**config.mk**
```make
export PLATFORM = sky130hd
export DESIGN_NAME = mul_seq_ctrl
export DESIGN_NICKNAME = d
export VERILOG_FILES = /design/src/rtl/mul_pkg.sv /design/src/rtl/mul_rbuf.sv /design/src/rtl/mul_seq_ctrl.sv
export SDC_FILE = /design/constraint.sdc
export NUM_CORES = 1
export LEC_CHECK = 0
export ABC_AREA = 0
export CORE_ASPECT_RATIO = 0.7
export CORE_UTILIZATION = 35
export CTS_BUF_LIST = sky130_fd_sc_hd__clkbuf_4 sky130_fd_sc_hd__clkbuf_8
export DETAILED_ROUTE_END_ITERATION = 10
export SYNTH_ARGS = -nofsm -noshare
export SYNTH_HDL_FRONTEND = slang
export SYNTH_HIERARCHICAL = 1
export SYNTH_SLANG_ARGS = --single-unit
```
**constraint.sdc**
```tcl
create_clock -name clk -period 10.3 [get_ports clk]
set_clock_uncertainty 0.15 [all_clocks]
set_input_delay 2.06 -clock clk [delete_from_list [all_inputs] [get_ports clk]]
set_output_delay 2.06 -clock clk [all_outputs]
set_load 0.01 [all_outputs]
```
**src/rtl/mul_pkg.sv**
```systemverilog
// Shared micro-op codes and defaults for the pipelined multiplier controller.
package mul_pkg;
   localparam logic [5:0] NOP    = 6'b000_000;
   localparam logic [5:0] MUL    = 6'b001_000;
   localparam logic [5:0] MULH   = 6'b001_001;
   localparam logic [5:0] MULHSU = 6'b001_010;
   localparam logic [5:0] MULHU  = 6'b001_011;

   localparam int S_STG_DFLT = 4;
endpackage

```
**src/rtl/mul_rbuf.sv**
```systemverilog
// In-order result buffer: synchronous FIFO with a registered head so writeback
// sees tag/data straight from flops.
module mul_rbuf
   import mul_pkg::*;
#(
   parameter int DEPTH = 8,
   parameter int WIDTH = 37
) (
   input  logic             clk,
   input  logic             rst_n,
   input  logic             push,
   input  logic             pop,
   input  logic             clr,
   input  logic [WIDTH-1:0] din,
   output logic [WIDTH-1:0] head,
   output logic             full,
   output logic             empty
);
   localparam int AW = $clog2(DEPTH);

   logic [WIDTH-1:0] mem [DEPTH];
   logic [AW-1:0]    wr_ptr_reg;
   logic [AW-1:0]    rd_ptr_reg;
   logic [AW:0]      count_reg;
   logic [WIDTH-1:0] head_reg;
   logic             do_push;
   logic             do_pop;

   assign do_push = push & ~clr;
   assign do_pop  = pop & ~clr & ~empty;
   assign full    = (count_reg == (AW+1)'(DEPTH));
   assign empty   = (count_reg == '0);
   assign head    = head_reg;

   always_ff @(posedge clk) begin
      if (do_push) mem[wr_ptr_reg] <= din;
   end

   always_ff @(posedge clk or negedge rst_n) begin
      if (!rst_n) begin
         wr_ptr_reg <= '0;
         rd_ptr_reg <= '0;
         count_reg  <= '0;
         head_reg   <= '0;
      end else if (clr) begin
         wr_ptr_reg <= '0;
         rd_ptr_reg <= '0;
         count_reg  <= '0;
      end else begin
         if (do_push) wr_ptr_reg <= wr_ptr_reg + AW'(1);
         if (do_pop)  rd_ptr_reg <= rd_ptr_reg + AW'(1);
         count_reg <= count_reg + (AW+1)'(do_push) - (AW+1)'(do_pop);
         // New entry bypasses memory when it becomes the head this cycle.
         if (do_push && (empty || (do_pop && count_reg == (AW+1)'(1))))
            head_reg <= din;
         else if (do_pop)
            head_reg <= mem[rd_ptr_reg + AW'(1)];
      end
   end
endmodule

```
**src/rtl/mul_seq_ctrl.sv**
```systemverilog
// Issue/writeback controller for the free-running multiplier pipeline: tracks
// valid/tag beside the pipe and buffers results, with credit-based backpressure.
module mul_seq_ctrl
   import mul_pkg::*;
#(
   parameter int W_PD_UOPS  = 6,
   parameter int W_PD_DATA  = 32,
   parameter int W_PD_PDATA = 2*W_PD_DATA,
   parameter int S_STG      = S_STG_DFLT,
   parameter int W_TAG      = 5,
   parameter int D_RBUF     = 8
) (
   input  logic                  clk,
   input  logic                  rst_n,
   input  logic                  ISS_valid,
   output logic                  ISS_ready,
   input  logic [W_PD_UOPS-1:0]  ISS_uops,
   input  logic [W_PD_DATA-1:0]  ISS_rs,
   input  logic [W_PD_DATA-1:0]  ISS_rt,
   input  logic [W_TAG-1:0]      ISS_tag,
   input  logic                  FLUSH,
   output logic [W_PD_UOPS-1:0]  PIP_uops,
   output logic [W_PD_PDATA-1:0] PIP_rs,
   output logic [W_PD_PDATA-1:0] PIP_rt,
   input  logic [W_PD_PDATA-1:0] PIP_rp,
   output logic                  WB_valid,
   input  logic                  WB_ready,
   output logic [W_TAG-1:0]      WB_tag,
   output logic [W_PD_DATA-1:0]  WB_data
);
   localparam int W_ENT  = W_TAG + W_PD_DATA;
   localparam int W_USED = $clog2(D_RBUF + 1);

   logic                          acc;
   logic                          pop;
   logic                          full;
   logic                          empty;
   logic [W_USED-1:0]             used_reg;
   logic [S_STG-1:0]              trk_vld_reg;
   logic [S_STG-1:0]              trk_vld_next;
   logic [S_STG-1:0][W_TAG-1:0]   trk_tag_reg;
   logic [S_STG-1:0][W_TAG-1:0]   trk_tag_next;
   logic [W_ENT-1:0]              head;
   logic                          unused_rp_hi;

   // Credits cover both in-flight and buffered ops, so the buffer cannot overflow.
   assign ISS_ready = (used_reg < W_USED'(D_RBUF)) & ~FLUSH;
   assign acc       = ISS_valid & ISS_ready;
   assign pop       = WB_valid & WB_ready;

   assign PIP_uops = acc ? ISS_uops : NOP;
   assign PIP_rs   = acc ? W_PD_PDATA'(ISS_rs) : '0;
   assign PIP_rt   = acc ? W_PD_PDATA'(ISS_rt) : '0;

   assign trk_vld_next[0] = acc;
   assign trk_tag_next[0] = ISS_tag;

   genvar gi;
   generate
      for (gi = 1; gi < S_STG; gi++) begin : g_trk
         assign trk_vld_next[gi] = trk_vld_reg[gi-1];
         assign trk_tag_next[gi] = trk_tag_reg[gi-1];
      end
   endgenerate

   always_ff @(posedge clk or negedge rst_n) begin
      if (!rst_n) begin
         trk_vld_reg <= '0;
         trk_tag_reg <= '0;
         used_reg    <= '0;
      end else begin
         trk_vld_reg <= FLUSH ? '0 : trk_vld_next;
         trk_tag_reg <= trk_tag_next;
         used_reg    <= FLUSH ? '0 : used_reg + W_USED'(acc) - W_USED'(pop);
      end
   end

   // Half selection happens inside the multiplier; only the low word is meaningful.
   assign unused_rp_hi = ^PIP_rp[W_PD_PDATA-1:W_PD_DATA];

   mul_rbuf #(
      .DEPTH (D_RBUF),
      .WIDTH (W_ENT)
   ) u_rbuf (
      .clk   (clk),
      .rst_n (rst_n),
      .push  (trk_vld_reg[S_STG-1]),
      .pop   (pop),
      .clr   (FLUSH),
      .din   ({trk_tag_reg[S_STG-1], PIP_rp[W_PD_DATA-1:0]}),
      .head  (head),
      .full  (full),
      .empty (empty)
   );

   assign WB_valid = ~empty;
   assign {WB_tag, WB_data} = head;

   a_no_overflow: assert property (@(posedge clk) disable iff (!rst_n)
      !(trk_vld_reg[S_STG-1] && full && !FLUSH));
endmodule

```
=== Yosys cells after proc, flatten, opt, wreduce, memory -nomap -nowiden ===
Memory sizes are Yosys's and may differ from the RTL's.
Index checks and enable logic that the tools add are counted.

* Add/subtract/negate cells: 6
* Multipliers: 0
* Div/mod/pow operators: 0
* Magnitude comparators: 1
* Equality and inequality tests: 1
* Shifts and indexed selects: 0
* Muxes and demuxes: 14
* Bitwise gates (word level): 8
* Reductions and logical operators: 8

{| class="wikitable"
|+ Operator list
! kind !! number
|-
| 37-bit two-way mux || 2
|-
| 32-bit two-way mux || 2
|-
| 3-bit two-way mux || 4
|-
| 4-bit two-way mux || 3
|-
| 4-bit by 1-bit adder with 4-bit output || 2
|-
| 4-bit by 1-bit subtractor with 4-bit output || 2
|-
| 3-bit by 1-bit adder with 3-bit output, second input constant || 2
|-
| 1-bit bitwise AND || 6
|-
| 6-bit two-way mux || 1
|-
| 2-bit nonzero test || 3
|-
| 4-bit by 1-bit == test with 1-bit output, second input constant || 1
|-
| 4-bit zero test || 1
|-
| 4-bit < comparator, second input constant || 1
|-
| 1-bit logical AND || 2
|-
| 1-bit two-way mux || 2
|-
| 1-bit NOT || 2
|-
| 2-bit AND reduction || 1
|-
| 1-bit logical OR || 1
|}

* Register bits after elaboration: 75
* Latch bits: 0
* Bits in writable memories: 296
* ROM bits: 0
* Output and inout port bits: 173
* Logic and storage cells: 49
* Memories: 1

{| class="wikitable"
|+ Memory list
! memory !! words !! bits a word !! rd ports !! clocked after Yosys merged registers in !! wr ports !! RTL line !! RTL
|-
| u_rbuf.mem || 8 || 37 || 1 || 0 || 1 || mul_rbuf.sv:21 || <nowiki>logic [WIDTH-1:0] mem [DEPTH];</nowiki>
|}

=== Logic depth before layout (Yosys ltp) ===
* Depth after elaboration: 10
* Gate-level depth with buffers: 12
* Depth with buffers taken out: 12

=== Modules after synthesis ===
The synthesis kept the hierarchy.

{| class="wikitable"
|+ Modules (own cells, without submodules)
! module !! times used !! cells each !! area each (um^2) !! sequential area each (um^2)
|-
| mul_rbuf || 1 || 825 || 13,852.0 || 10,064.7
|-
| mul_seq_ctrl || 1 || 206 || 1,895.6 || 700.7
|}

=== Least setup slack after synthesis ===
No wires, ideal clock.

* Kind: input port to flip-flop
* Start point: in FLUSH
* End point: mem u_rbuf.mem[0][0], enable pin
* Setup time: 524 ps
* Arrival time: 6,116 ps
* Slack: 3,510 ps
* Stages on the path: 3
* Cells stage by stage: clkbuf_1 buf_2 nor4_1

* Word-level cells in the longest chain between the ends: 4

{| class="wikitable"
|+ RTL lines
! what !! RTL line !! RTL
|-
| start, declared || mul_seq_ctrl.sv:21 || <nowiki>input logic FLUSH,</nowiki>
|-
| 1-bit NOT (no line) || n/a ||
|-
| 1-bit bitwise AND || mul_rbuf.sv:29 || <nowiki>assign do_push = push & ~clr;</nowiki>
|-
| 1-bit two-way mux || mul_rbuf.sv:36 || <nowiki>if (do_push) mem[wr_ptr_reg] <= din;</nowiki>
|-
| 1-bit two-way mux (implied by the code) || mul_rbuf.sv:36 ||
|-
| end, declared || mul_rbuf.sv:21 ||
|}

Every way passes these cells.

=== Worst setup path in the final report ===
* Start point: in FLUSH
* End point: out PIP_rt[21]

* Word-level cells in the longest chain between the ends: 4

{| class="wikitable"
|+ RTL lines
! what !! RTL line !! RTL
|-
| 1-bit NOT (no line) || n/a ||
|-
| 1-bit bitwise AND || mul_seq_ctrl.sv:47 || <nowiki>assign ISS_ready = (used_reg < W_USED'(D_RBUF)) & ~FLUSH;</nowiki>
|-
| 1-bit bitwise AND || mul_seq_ctrl.sv:48 || <nowiki>assign acc = ISS_valid & ISS_ready;</nowiki>
|-
| 32-bit two-way mux || mul_seq_ctrl.sv:53 || <nowiki>assign PIP_rt = acc ? W_PD_PDATA'(ISS_rt) : '0;</nowiki>
|-
| end, declared || mul_seq_ctrl.sv:24 || <nowiki>output logic [W_PD_PDATA-1:0] PIP_rt,</nowiki>
|}

Every way passes these cells.

==> run_results.csv <==
group,metric,value,unit
floorplanning,io_pins,317,
timing,rsz0062_at_grt,"false",
timing,finalCritPeriodShare,0.655,
placed_design,place.gp.congestion,0.768,
detailed_routing,finalWirelength,38300,um
critical_path,rrSetupSlack,6.56,ns
critical_path,path_depth,5,
pwr,ir_drop,82.5,uV
critical_path,cp.arrival,4.54,ns
clock_network,clock_sinks,371,
clock_network,postCtsHoldBufs,0,
floorplanning,die_h,179,um
critical_path,required,8.09,ns
placed_design,post_dp_cell_area,18400,um2
floorplanning,rows,64,
timing,slew_headroom,0.231,
clock_network,numCtsBuffers,59,
grt,overflow,0,
finish,fin_area,19600,um2
floorplanning,initial_core_util,0.358,
floorplanning,die_w,255,um
yosys,avgSynthCellArea,15.3,um2
finish,area_delta_synth_final,24.5,%
floorplanning,die_area,45800,um2
grt,grt_pass1_wl,57600,um
finish,drive_above_1_share,0.184,
detailed_routing,antenna_left,0,
clock_network,insertion_delay,0.58,ns
timing,min_period,6.75,ns
detailed_routing,dr.pass1.iters,4,
finish,multi_input_area,4420,um2
yosys,syn_area,15700,um2
critical_path,startpoint,"FLUSH",
placed_design,dp_hpwl,22400,um
critical_path,r2r-end,"u_rbuf/head[10]",
clock_network,htreeDepth,2,
critical_path,start_kind,"primary input",
clock_network,cts_tree,"yes",
critical_path,cp_max_fo,73,
clock_network,clk_pin_slew,0.06,ns
placed_design,io_buffer_count,220,
finish,num-fill-cells,3941,
detailed_routing,vias_per_cell,4.86,
detailed_routing,post_drt_wl_per_cell,20.0,um
grt,antenna_found_initial,3,
critical_path,cpMaxStageDelayCell,"nor2_4",
grt,grt_max_degree,74,
run,drv_cap,0,
detailed_routing,drc,0,
timing,setup-tns-final,0,ns
grt,track_usage,0.167,
timing,finalMaxSlewViolations,0,
finish,largest_register_ffs,296,
finish,nNetsFinal,1427,
detailed_routing,num_vias,9294,
floorplanning,core_area,44000,um2
finish,register_area,10800,um2
min_path,hp-class,"flip-flop to flip-flop",
clock_network,cts_buffer_depth,3,
yosys,postSynthCellCount,1029,
timing,hold_viol_final,0,
critical_path,critical_path_buf_inv_count,3,
critical_path,max_stage_delay,1.00,ns
timing,tightest_slew,1.15,ns
pwr,p_leak,6.85,nW
clock_network,cts_repair_resize_count,0,
critical_path,crit_path_end,"PIP_rt[21]",
detailed_routing,drt_iter0_markers,423,
critical_path,path_cells,"buf_2 > buf_4 > nor2_4 > and3_1 > clkdlybuf4s50_1",
clock_network,postCtsSetupBuffers,0,
pwr,p_per_area,179,nW/um2
critical_path,crit_family,"simple AND/OR/NAND/NOR gates",
clock_network,clockRootBuffer,"clkbuf_8",
run_status,status,"completed",
critical_path,cp-end-kind,"output pin",
timing,setup_violations,0,
grt,grt_pass1_vias,9575,
critical_path,rr_worst_depth,5,
yosys,ys_warn_count,6,
critical_path,critPathKind,"primary input to output pin",
timing,fmax,0.148,GHz
critical_path,reg2reg_from,"u_rbuf/rd_ptr_reg[0]",
## power by group
group	internal, mW	leakage, nW	switching, mW
registers	1.70	3.59	0.0556
clock network	0.688	0.642	0.551
logic	0.287	2.61	0.223
total	2.68	6.85	0.829
## routing by layer
| metal | up-vias | share of wire | track usage |
|---|---|---|---|
| li1 | 4293 | - | - |
| met5 | - | 0.00034 | 0 |
| met3 | 63 | 0.064 | 0.0416 |
| met4 | 2 | 0.025 | 0.0567 |
| met2 | 311 | 0.47 | 0.275 |
| met1 | 4625 | 0.44 | 0.215 |
## cell usage in the layout (no fill, tap or decap), drive strengths merged, types with 10 or more instances in the layout
master and count:
buf 31, mux2i 76, ha 10, clkdlybuf4s50 218, o221ai 35, a21o 38, and3 71, mux2 72
o21ai 37, clkbuf 95, edfxtp 296, o211ai 35, inv 12, dfrtp 75, nand2 39, clkinv 13
conb 64, nand3 37, nor2 12
## through the flow
step / setup slack [ns] / power, mW / hold slack (ns) / instances / util
after global routing: 3.35 / 3.67 / 0.207 / 1913 / 0.445
after detailed placement: 3.59 / 2.31 / 0.185 / 1804 / 0.418
final: 3.55 / 3.51 / 0.195 / 1914 / 0.445
after CTS: 3.57 / 3.55 / 0.194 / 1912 / 0.445
after floorplan: 3.51 / 2.01 / 0.181 / 1092 / -
after global placement: 3.67 / 2.30 / 0.185 / 1804 / 0.418
## worst min-delay path by stage
| stage | start | cells after the start | end |
|---|---|---|---|
| 5_1_grt | trk_tag_next[15] | 0 | trk_tag_reg[15] |
| 3_5_place_dp | trk_tag_next[12] | 0 | trk_tag_next[17] |
| 3_3_place_gp | trk_tag_next[16] | 0 | trk_tag_reg[16] |
| 2_1_floorplan | trk_tag_next[5] | 0 | trk_tag_next[10] |
| 6_report | trk_tag_next[15] | 0 | trk_tag_reg[15] |
| 4_1_cts | trk_tag_next[13] | 0 | trk_tag_next[18] |
## cell type report
class	count	area share
flip-flops and latches	371	0.550
multi-input cells	578	0.226
repair buffers	249	0.123
clock buffers	95	0.0575
well taps	594	0.0380
clock inverters	13	0.00288
inverters	12	0.00230
diodes	2	0.000256
Power figures use the tool's default switching activity.
